===== src/rtl/pipeline_ctrl_if.sv =====
// Control bundle between the 5-stage pipeline datapath and its hazard/flow controller.
// The controller takes the slave side; the datapath (or a bench) takes the master side.
interface pipeline_ctrl_if #(
  parameter int XLEN  = 32,
  parameter int RA_W  = 5,
  parameter int CNT_W = 32
);
  logic [RA_W-1:0]  id_rs1, id_rs2;
  logic             id_use_rs1, id_use_rs2;
  logic             ex_mem_read;
  logic [RA_W-1:0]  ex_rd, ex_rs1, ex_rs2;
  logic             ex_busy;
  logic [RA_W-1:0]  mem_rd, wb_rd;
  logic             mem_we, wb_we;
  logic             redirect;
  logic [XLEN-1:0]  redirect_pc;

  logic [XLEN-1:0]  pc;
  logic             if_id_en, id_ex_en, ex_mem_en;
  logic [3:0]       valid;
  logic [1:0]       fwd_a, fwd_b;
  logic             stall, flush;
  logic [CNT_W-1:0] retired_cnt, stall_cnt, flush_cnt;

  modport slave (
    input  id_rs1, id_rs2, id_use_rs1, id_use_rs2, ex_mem_read, ex_rd, ex_rs1, ex_rs2,
           ex_busy, mem_rd, wb_rd, mem_we, wb_we, redirect, redirect_pc,
    output pc, if_id_en, id_ex_en, ex_mem_en, valid, fwd_a, fwd_b, stall, flush,
           retired_cnt, stall_cnt, flush_cnt
  );

  modport master (
    output id_rs1, id_rs2, id_use_rs1, id_use_rs2, ex_mem_read, ex_rd, ex_rs1, ex_rs2,
           ex_busy, mem_rd, wb_rd, mem_we, wb_we, redirect, redirect_pc,
    input  pc, if_id_en, id_ex_en, ex_mem_en, valid, fwd_a, fwd_b, stall, flush,
           retired_cnt, stall_cnt, flush_cnt
  );
endinterface


===== src/rtl/pipeline_ctrl.sv =====
// Hazard/flow controller for the 5-stage RV32 pipeline: PC, stage valids, stall/flush
// sequencing, forwarding selects and saturating performance counters.
module pipeline_ctrl #(
  parameter int          XLEN        = 32,
  parameter int          RA_W        = 5,
  parameter logic [31:0] RESET_PC    = 32'h0,
  parameter int          FLUSH_DEPTH = 2,
  parameter int          CNT_W       = 32
) (
  input  logic                 clk,
  input  logic                 reset,
  pipeline_ctrl_if.slave       bus
);
  // valid bit positions: {wb, mem, ex, id}
  localparam int V_ID = 0;
  localparam int V_EX = 1;
  localparam logic KILL_EX = (FLUSH_DEPTH == 2);

  logic [XLEN-1:0]  pc_q, pc_d;
  logic [3:0]       valid_q, valid_d;
  logic [CNT_W-1:0] retired_q, stall_q, flush_q;
  logic             lu, stall, flush;

  function automatic logic [1:0] fwd_sel(
    input logic [RA_W-1:0] rs,
    input logic            mem_ok, wb_ok,
    input logic [RA_W-1:0] mem_rd, wb_rd
  );
    if (mem_ok && mem_rd != '0 && mem_rd == rs)   return 2'b10;
    else if (wb_ok && wb_rd != '0 && wb_rd == rs) return 2'b01;
    else                                          return 2'b00;
  endfunction

  function automatic logic [CNT_W-1:0] sat_inc(input logic [CNT_W-1:0] c, input logic en);
    return (en && c != '1) ? c + CNT_W'(1) : c;
  endfunction

  assign lu = valid_q[V_EX] & bus.ex_mem_read & (bus.ex_rd != '0) & valid_q[V_ID] &
              ((bus.id_use_rs1 & (bus.id_rs1 == bus.ex_rd)) |
               (bus.id_use_rs2 & (bus.id_rs2 == bus.ex_rd)));

  // NOTE: every signal gets a default at the top of always_comb so no path leaves one
  // unassigned, which would otherwise infer a latch.
  always_comb begin
    pc_d    = pc_q;
    valid_d = valid_q;
    stall   = 1'b0;
    flush   = 1'b0;
    if (bus.ex_busy) begin
      // EX holds its instruction; a bubble drains into MEM while WB keeps retiring.
      valid_d = {valid_q[2], 1'b0, valid_q[1:0]};
      stall   = 1'b1;
    end else if (bus.redirect) begin
      pc_d    = {bus.redirect_pc[XLEN-1:2], 2'b00};
      valid_d = {valid_q[2:1], (KILL_EX ? 1'b0 : valid_q[V_ID]), 1'b0};
      flush   = 1'b1;
    end else if (lu) begin
      valid_d = {valid_q[2:1], 1'b0, valid_q[V_ID]};
      stall   = 1'b1;
    end else begin
      pc_d    = pc_q + XLEN'(4);
      valid_d = {valid_q[2:0], 1'b1};
    end
  end

  // NOTE: state registers use non-blocking assignments so every flop samples the
  // pre-edge values regardless of statement order.
  always_ff @(posedge clk) begin
    if (reset) begin
      pc_q      <= RESET_PC[XLEN-1:0];
      valid_q   <= '0;
      retired_q <= '0;
      stall_q   <= '0;
      flush_q   <= '0;
    end else begin
      pc_q      <= pc_d;
      valid_q   <= valid_d;
      retired_q <= sat_inc(retired_q, valid_q[3]);
      stall_q   <= sat_inc(stall_q, stall);
      flush_q   <= sat_inc(flush_q, flush);
    end
  end

  assign bus.pc          = pc_q;
  assign bus.valid       = valid_q;
  assign bus.stall       = stall;
  assign bus.flush       = flush;
  assign bus.if_id_en    = ~stall;
  assign bus.id_ex_en    = ~bus.ex_busy;
  assign bus.ex_mem_en   = 1'b1;
  assign bus.fwd_a       = fwd_sel(bus.ex_rs1, valid_q[2] & bus.mem_we, valid_q[3] & bus.wb_we,
                                   bus.mem_rd, bus.wb_rd);
  assign bus.fwd_b       = fwd_sel(bus.ex_rs2, valid_q[2] & bus.mem_we, valid_q[3] & bus.wb_we,
                                   bus.mem_rd, bus.wb_rd);
  assign bus.retired_cnt = retired_q;
  assign bus.stall_cnt   = stall_q;
  assign bus.flush_cnt   = flush_q;
endmodule


===== src/flat_wrapper.sv =====
// flat-port wrapper written by rule: the top's interface ports become plain ports
module pipeline_ctrl_flat 
#(
  parameter int          XLEN        = 32,
  parameter int          RA_W        = 5,
  parameter logic [31:0] RESET_PC    = 32'h0,
  parameter int          FLUSH_DEPTH = 2,
  parameter int          CNT_W       = 32
)
  (clk, reset, bus_id_rs1, bus_id_rs2, bus_id_use_rs1, bus_id_use_rs2, bus_ex_mem_read, bus_ex_rd, bus_ex_rs1, bus_ex_rs2, bus_ex_busy, bus_mem_rd, bus_wb_rd, bus_mem_we, bus_wb_we, bus_redirect, bus_redirect_pc, bus_pc, bus_if_id_en, bus_id_ex_en, bus_ex_mem_en, bus_valid, bus_fwd_a, bus_fwd_b, bus_stall, bus_flush, bus_retired_cnt, bus_stall_cnt, bus_flush_cnt);
  pipeline_ctrl_if #(.XLEN(XLEN), .RA_W(RA_W), .CNT_W(CNT_W)) bus_i ();
  input  logic clk;
  input  logic reset;
  input wire logic [$bits(bus_i.id_rs1)-1:0] bus_id_rs1;
  input wire logic [$bits(bus_i.id_rs2)-1:0] bus_id_rs2;
  input wire logic [$bits(bus_i.id_use_rs1)-1:0] bus_id_use_rs1;
  input wire logic [$bits(bus_i.id_use_rs2)-1:0] bus_id_use_rs2;
  input wire logic [$bits(bus_i.ex_mem_read)-1:0] bus_ex_mem_read;
  input wire logic [$bits(bus_i.ex_rd)-1:0] bus_ex_rd;
  input wire logic [$bits(bus_i.ex_rs1)-1:0] bus_ex_rs1;
  input wire logic [$bits(bus_i.ex_rs2)-1:0] bus_ex_rs2;
  input wire logic [$bits(bus_i.ex_busy)-1:0] bus_ex_busy;
  input wire logic [$bits(bus_i.mem_rd)-1:0] bus_mem_rd;
  input wire logic [$bits(bus_i.wb_rd)-1:0] bus_wb_rd;
  input wire logic [$bits(bus_i.mem_we)-1:0] bus_mem_we;
  input wire logic [$bits(bus_i.wb_we)-1:0] bus_wb_we;
  input wire logic [$bits(bus_i.redirect)-1:0] bus_redirect;
  input wire logic [$bits(bus_i.redirect_pc)-1:0] bus_redirect_pc;
  output wire logic [$bits(bus_i.pc)-1:0] bus_pc;
  output wire logic [$bits(bus_i.if_id_en)-1:0] bus_if_id_en;
  output wire logic [$bits(bus_i.id_ex_en)-1:0] bus_id_ex_en;
  output wire logic [$bits(bus_i.ex_mem_en)-1:0] bus_ex_mem_en;
  output wire logic [$bits(bus_i.valid)-1:0] bus_valid;
  output wire logic [$bits(bus_i.fwd_a)-1:0] bus_fwd_a;
  output wire logic [$bits(bus_i.fwd_b)-1:0] bus_fwd_b;
  output wire logic [$bits(bus_i.stall)-1:0] bus_stall;
  output wire logic [$bits(bus_i.flush)-1:0] bus_flush;
  output wire logic [$bits(bus_i.retired_cnt)-1:0] bus_retired_cnt;
  output wire logic [$bits(bus_i.stall_cnt)-1:0] bus_stall_cnt;
  output wire logic [$bits(bus_i.flush_cnt)-1:0] bus_flush_cnt;
  assign bus_i.id_rs1 = bus_id_rs1;
  assign bus_i.id_rs2 = bus_id_rs2;
  assign bus_i.id_use_rs1 = bus_id_use_rs1;
  assign bus_i.id_use_rs2 = bus_id_use_rs2;
  assign bus_i.ex_mem_read = bus_ex_mem_read;
  assign bus_i.ex_rd = bus_ex_rd;
  assign bus_i.ex_rs1 = bus_ex_rs1;
  assign bus_i.ex_rs2 = bus_ex_rs2;
  assign bus_i.ex_busy = bus_ex_busy;
  assign bus_i.mem_rd = bus_mem_rd;
  assign bus_i.wb_rd = bus_wb_rd;
  assign bus_i.mem_we = bus_mem_we;
  assign bus_i.wb_we = bus_wb_we;
  assign bus_i.redirect = bus_redirect;
  assign bus_i.redirect_pc = bus_redirect_pc;
  assign bus_pc = bus_i.pc;
  assign bus_if_id_en = bus_i.if_id_en;
  assign bus_id_ex_en = bus_i.id_ex_en;
  assign bus_ex_mem_en = bus_i.ex_mem_en;
  assign bus_valid = bus_i.valid;
  assign bus_fwd_a = bus_i.fwd_a;
  assign bus_fwd_b = bus_i.fwd_b;
  assign bus_stall = bus_i.stall;
  assign bus_flush = bus_i.flush;
  assign bus_retired_cnt = bus_i.retired_cnt;
  assign bus_stall_cnt = bus_i.stall_cnt;
  assign bus_flush_cnt = bus_i.flush_cnt;
  pipeline_ctrl #(.XLEN(XLEN), .RA_W(RA_W), .RESET_PC(RESET_PC), .FLUSH_DEPTH(FLUSH_DEPTH), .CNT_W(CNT_W)) u_core (.clk(clk), .reset(reset), .bus(bus_i));
endmodule

===== config.mk =====
export PLATFORM = sky130hd
export DESIGN_NAME = pipeline_ctrl_flat
export DESIGN_NICKNAME = d
export VERILOG_FILES = /design/src/rtl/pipeline_ctrl_if.sv /design/src/rtl/pipeline_ctrl.sv /design/src/flat_wrapper.sv
export SDC_FILE = /design/constraint.sdc
export NUM_CORES = 1
export LEC_CHECK = 0
export CAP_MARGIN = 10
export CORE_MARGIN = 2
export CORE_UTILIZATION = 47
export DETAILED_ROUTE_END_ITERATION = 10
export PLACE_DENSITY = 0.82
export SETUP_SLACK_MARGIN = 0.4
export SLEW_MARGIN = 20
export SYNTH_ARGS = -nofsm -noshare
export SYNTH_HDL_FRONTEND = slang
export SYNTH_SLANG_ARGS = --single-unit

===== constraint.sdc =====
create_clock -name clk -period 8.51 [get_ports clk]
set_clock_uncertainty 0.2 [all_clocks]
set_input_delay 2.553 -clock clk [delete_from_list [all_inputs] [get_ports clk]]
set_output_delay 2.553 -clock clk [all_outputs]
set_load 0.005 [all_outputs]

## After elaboration in Yosys (flattened, before gate mapping)

Cells that the tools add are included.

- Output and inout bits: 141
- Flip-flop bits (word level): 132
- Input bits: 76
- Logic and storage cells: 60

- Multiplexer cells: 13
- Bitwise logic cells: 11
- Reduce and logical (&&, ||, !) cells: 14
- $add $sub $neg: 4
- Eq/ne operators: 10

Operators with widths:

| kind | count |
|---|---|
| $add 32x1->32 const B | 3 |
| $ne 32x32->1 const B | 3 |
| $mux 32 | 2 |
| $add 32x3->32 const B | 1 |
| $eq 5x5->1 | 6 |
| $reduce_bool 5->1 | 3 |
| $logic_and 1x1->1 | 9 |
| $and 1x1->1 | 8 |
| $mux 2 | 4 |
| $mux 1 | 7 |
| $ne 2x2->1 const B | 1 |
| $not 1->1 | 2 |
| $reduce_and 2->1 | 1 |
| $reduce_or 2->1 | 1 |
| $or 1x1->1 | 1 |

## Logic depth before layout (Yosys ltp)

- Depth in word-level cells: 8
- Mapped depth: 10

## Least setup slack after synthesis

No wires, ideal clock.

- Path type: input to output
- From: input bus_ex_rd[1]
- To: output bus_if_id_en
- Stages on the path: 8
- Arrival time: 3.877 ns
- Path buffers: 2
- Required time: 5.757 ns
- Path slack: 1.880 ns
- Cells stage by stage: xnor2_1 -> nand4_1 -> o22ai_2 -> nand2_4 -> o21ai_4 -> inv_4 -> clkbuf_1 -> clkbuf_1

- Longest elaborated chain between the ends: 8

RTL lines:

| what | RTL line | text |
|---|---|---|
| start, declared | flat_wrapper.sv:19 | `input wire logic [$bits(bus_i.ex_rd)-1:0] bus_ex_rd;` |
| $eq 5x5->1 (tied with other cells) | pipeline_ctrl.sv:39 | `((bus.id_use_rs1 & (bus.id_rs1 == bus.ex_rd)) \|` |
| $and 1x1->1, on equally long branches | pipeline_ctrl.sv:39, pipeline_ctrl.sv:38, pipeline_ctrl.sv:40 |  |
| $or 1x1->1 / $and 1x1->1 (equally long branches) | pipeline_ctrl.sv:39, pipeline_ctrl.sv:38 |  |
| $and 1x1->1 (*) | pipeline_ctrl.sv:38 | `assign lu = valid_q[V_EX] & bus.ex_mem_read & (bus.ex_rd != '0) & valid_q[V_ID] &` |
| $mux 1 (*) | pipeline_ctrl.sv:57 | `end else if (lu) begin` |
| $mux 1 (*) | pipeline_ctrl.sv:53 | `end else if (bus.redirect) begin` |
| $mux 1 (*) | pipeline_ctrl.sv:49 | `if (bus.ex_busy) begin` |
| via bus_stall | flat_wrapper.sv:36 | `output wire logic [$bits(bus_i.stall)-1:0] bus_stall;` |
| $not 1->1 (*) | pipeline_ctrl.sv:88 | `assign bus.if_id_en = ~stall;` |
| end, declared | flat_wrapper.sv:30 | `output wire logic [$bits(bus_i.if_id_en)-1:0] bus_if_id_en;` |

The timed path passes the listed nets; every way through them passes the cells marked *.

## Worst setup path in the final report

- From: input bus_ex_rd[1]
- To: output bus_stall

- Longest elaborated chain between the ends: 7

RTL lines:

| what | RTL line |
|---|---|
| $eq 5x5->1 (tied with other cells) | pipeline_ctrl.sv:39 |
| $and 1x1->1, on equally long branches | pipeline_ctrl.sv:39, pipeline_ctrl.sv:38, pipeline_ctrl.sv:40 |
| $or 1x1->1 / $and 1x1->1 (equally long branches) | pipeline_ctrl.sv:39, pipeline_ctrl.sv:38 |
| $and 1x1->1 (*) | pipeline_ctrl.sv:38 |
| $mux 1 (*) | pipeline_ctrl.sv:57 |
| $mux 1 (*) | pipeline_ctrl.sv:53 |
| $mux 1 (*) | pipeline_ctrl.sv:49 |
| end, declared | flat_wrapper.sv:36 |

Every way passes the cells marked *; elsewhere a longest branch is shown, timed or not.

==> flow_metrics.env <==
export IMPL_antenna_found_initial=0
export IMPL_rsz0062_at_grt="no"
export IMPL_cts_tree="yes"
export IMPL_path_class="primary input to output port"
export IMPL_core_rowCount=45
export IMPL_ys_flop_type="dfxtp_1"
export IMPL_drc_errors=0
export IMPL_globalRouteOverflowTotal=0
export IMPL_wl_per_cell_um=16.2
export IMPL_nets=1151
export IMPL_htreeDepth=4
export IMPL_layout_min_cycle_time_ns=7.55
export IMPL_instances_no_fill=1272
export IMPL_post_cts_buffers=0
export IMPL_clockPowerShare=0.481
export IMPL_hold_viol=0
export IMPL_finalWorstSetupSlack_ns=0.964
export IMPL_placed_cells=1240
export IMPL_cp_data_required_time_ns=5.76
export IMPL_root_buffer="clkbuf_16"
export IMPL_synth_cell_types=62
export IMPL_timing_fmax_ghz=0.133
export IMPL_grt_usage=0.251
export IMPL_gp_congestion=0.856
export IMPL_clkSlewWorstSetupHoldPaths_ns=0.06
export IMPL_post_route_period_util=0.887
export IMPL_yosys_warnings=0
export IMPL_drt_iter0_markers=583
export IMPL_netlist_instances=888
export IMPL_cts_resized=0
export IMPL_diodes=0
export IMPL_vias_per_cell=5.89
export IMPL_async_flop_share=0
export IMPL_worstSetupEndpointType="output port"
export IMPL_grt_pass1_wl_mm=33.5
export IMPL_combPwrFrac=0.093
export IMPL_wl_mm=20.6
export IMPL_grt_max_degree=92
export IMPL_core_area_um2=15000
export IMPL_yosysMostFrequentCell="dfxtp_1"
export IMPL_critPathArrivalTime_ns=4.79
export IMPL_die_area_um2=16200
export IMPL_drt_pass1_iter_count=5
export IMPL_place_hpwl_mm=14.3
export IMPL_initial_core_util=0.477
export IMPL_tns_ns=0
export IMPL_pre_cts_slack_ns=1.01
export IMPL_synth_area_um2=7170
export IMPL_hold_buffers=0
export IMPL_pwr_share_seq=0.426
export IMPL_power_leakage_nw=3.31
export IMPL_relSlewSlack=0.325
export IMPL_ant_nets=0
export IMPL_p_sw_frac=0.237
export IMPL_vias=7497
export IMPL_synthTopCellsByArea="dfxtp_1, xor2_1, nor2_1"
export IMPL_synth_top_area_cell="dfxtp_1"
export IMPL_port_buffers=211
export IMPL_pwr_density_cell_nw_per_um2=150
export IMPL_syn_avg_cell_area_um2=8.07
export IMPL_critPathMaxFanout=9
export IMPL_clk_latency_ns=0.43
export IMPL_yosys_top_cells_count="dfxtp_1, nor2_1, nand3_1"
export IMPL_die_y_um=127
export IMPL_p_int_mw=1.14
export IMPL_synth_top_cell_area_share=0.363
export IMPL_cp_start_kind="primary input"
export IMPL_status="finished, final reports clean"
export IMPL_cap_violations=0
export IMPL_peakVddDrop_uv=139
export IMPL_grt_pass1_vias=6747
export IMPL_synth_seq_area_share=0.363
export IMPL_ys_ff_latch=130
export IMPL_cts_inserted_buffers=17
export IMPL_drv_slew=0
export IMPL_hold_class="flip-flop to flip-flop"
export IMPL_setup_viol=0
export IMPL_pin_count=217
export IMPL_area_delta_synth_final_pct=38.4
export IMPL_power_switching_mw=0.353
export IMPL_synth_edff_count=0
export IMPL_dieWidth_um=127
export IMPL_drive_gt1_frac=0.0470
export IMPL_worst_slew_pin_slew_ns=1.01
export IMPL_clock_sinks=130
export IMPL_clock_path_buffers=2
[cells in the final DEF (no fill, tap or decap), types with 20 or more instances in the layout]
master	Yosys	routed
nor3_1	35	35
xor2_1	43	43
and3_1	31	31
nand3_1	64	64
o31ai_1	20	20
nand4_1	49	49
xnor2_1	37	37
o21ai_0	25	25
dfxtp_1	130	130
or3_1	22	22
a21oi_1	51	50
nand2_1	51	51
clkdlybuf4s50_1	0	210
nor2_1	89	89
or4_1	22	22
[kinds of logic after synthesis]
kind of cell	after synthesis	share of synthesized area
AO/OA/AOI/OAI	169	0.159
buffers and inverters	70	0.0416
flip-flops	130	0.363
adder cells (fa/ha/maj)	4	0.00698
multiplexers	12	0.0171
XOR/XNOR	80	0.0978
other	2	0.00105
AND/OR/NAND/NOR	421	0.313
[per-stage QoR]
stage          cell area (um^2)  hold slack [ns]  power [mW]  utilization
2_1_floorplan              7170            0.269       0.707            -
3_5_place_dp               9340            0.286       0.784        0.621
4_1_cts                    9910            0.301        1.49        0.660
5_1_grt                    9920            0.323        1.54        0.660
3_3_place_gp               9340            0.277       0.782        0.621
6_report                   9920            0.298        1.49        0.660
[registers in the layout, summed over array words and instances, names as in the netlist]
signal                  count
u_core.bus.flush_cnt       32
u_core.bus.pc              30
u_core.bus.retired_cnt     32
u_core.bus.stall_cnt       32
u_core.bus.valid            4
[final cells by class]
cell class,count,area (um^2)
fillers,1237,5110
repair buffers,218,2160
clock buffers,21,460
clock inverters,11,111
well taps,188,235
flip-flops and latches,130,2600
multi-input cells,689,4290
inverters,15,58.8
[final timing paths]
path / startpoint / end / slack [ns] / cells after the start
max: bus_ex_rd[1] / bus_stall / 0.96 / 7
min: u_core.bus.stall_cnt[23]$_SDFFE_PP0P_ / u_core.bus.stall_cnt[23]$_SDFFE_PP0P_ / 0.30 / 2
max reg2reg: u_core.bus.stall_cnt[2]$_SDFFE_PP0P_ / u_core.bus.stall_cnt[10]$_SDFFE_PP0P_ / 5.64 / 7
min reg2reg: u_core.bus.stall_cnt[23]$_SDFFE_PP0P_ / u_core.bus.stall_cnt[23]$_SDFFE_PP0P_ / 0.30 / 2
[routing by layer]
| layer | routed length [um] | up-vias | track usage |
|---|---|---|---|
| li1 | - | 3668 | - |
| met1 | 9110 | 3508 | 0.340 |
| met2 | 9660 | 288 | 0.396 |
| met3 | 1410 | 33 | 0.0540 |
| met4 | 412 | 0 | 0.0860 |
| met5 | 0 | - | 0 |
[power groups by stage]
stage | logic (mW) | registers [mW] | clock network [mW]
finish | 0.139 | 0.634 | 0.717
global route | 0.150 | 0.636 | 0.753
CTS | 0.139 | 0.633 | 0.721
detailed placement | 0.138 | 0.646 | 0
global placement | 0.135 | 0.646 | 0
floorplan | 0.0631 | 0.644 | 0
[critical path, stage by stage]
cell and delay (ns):
clkdlybuf4s50_1 0.51, xnor2_1 0.24, nand4_1 0.15, o22ai_2 0.27
nand2_4 0.14, o21ai_4 0.34, clkdlybuf4s50_1 0.58
Note: power is estimated with default switching activity, not from simulation.
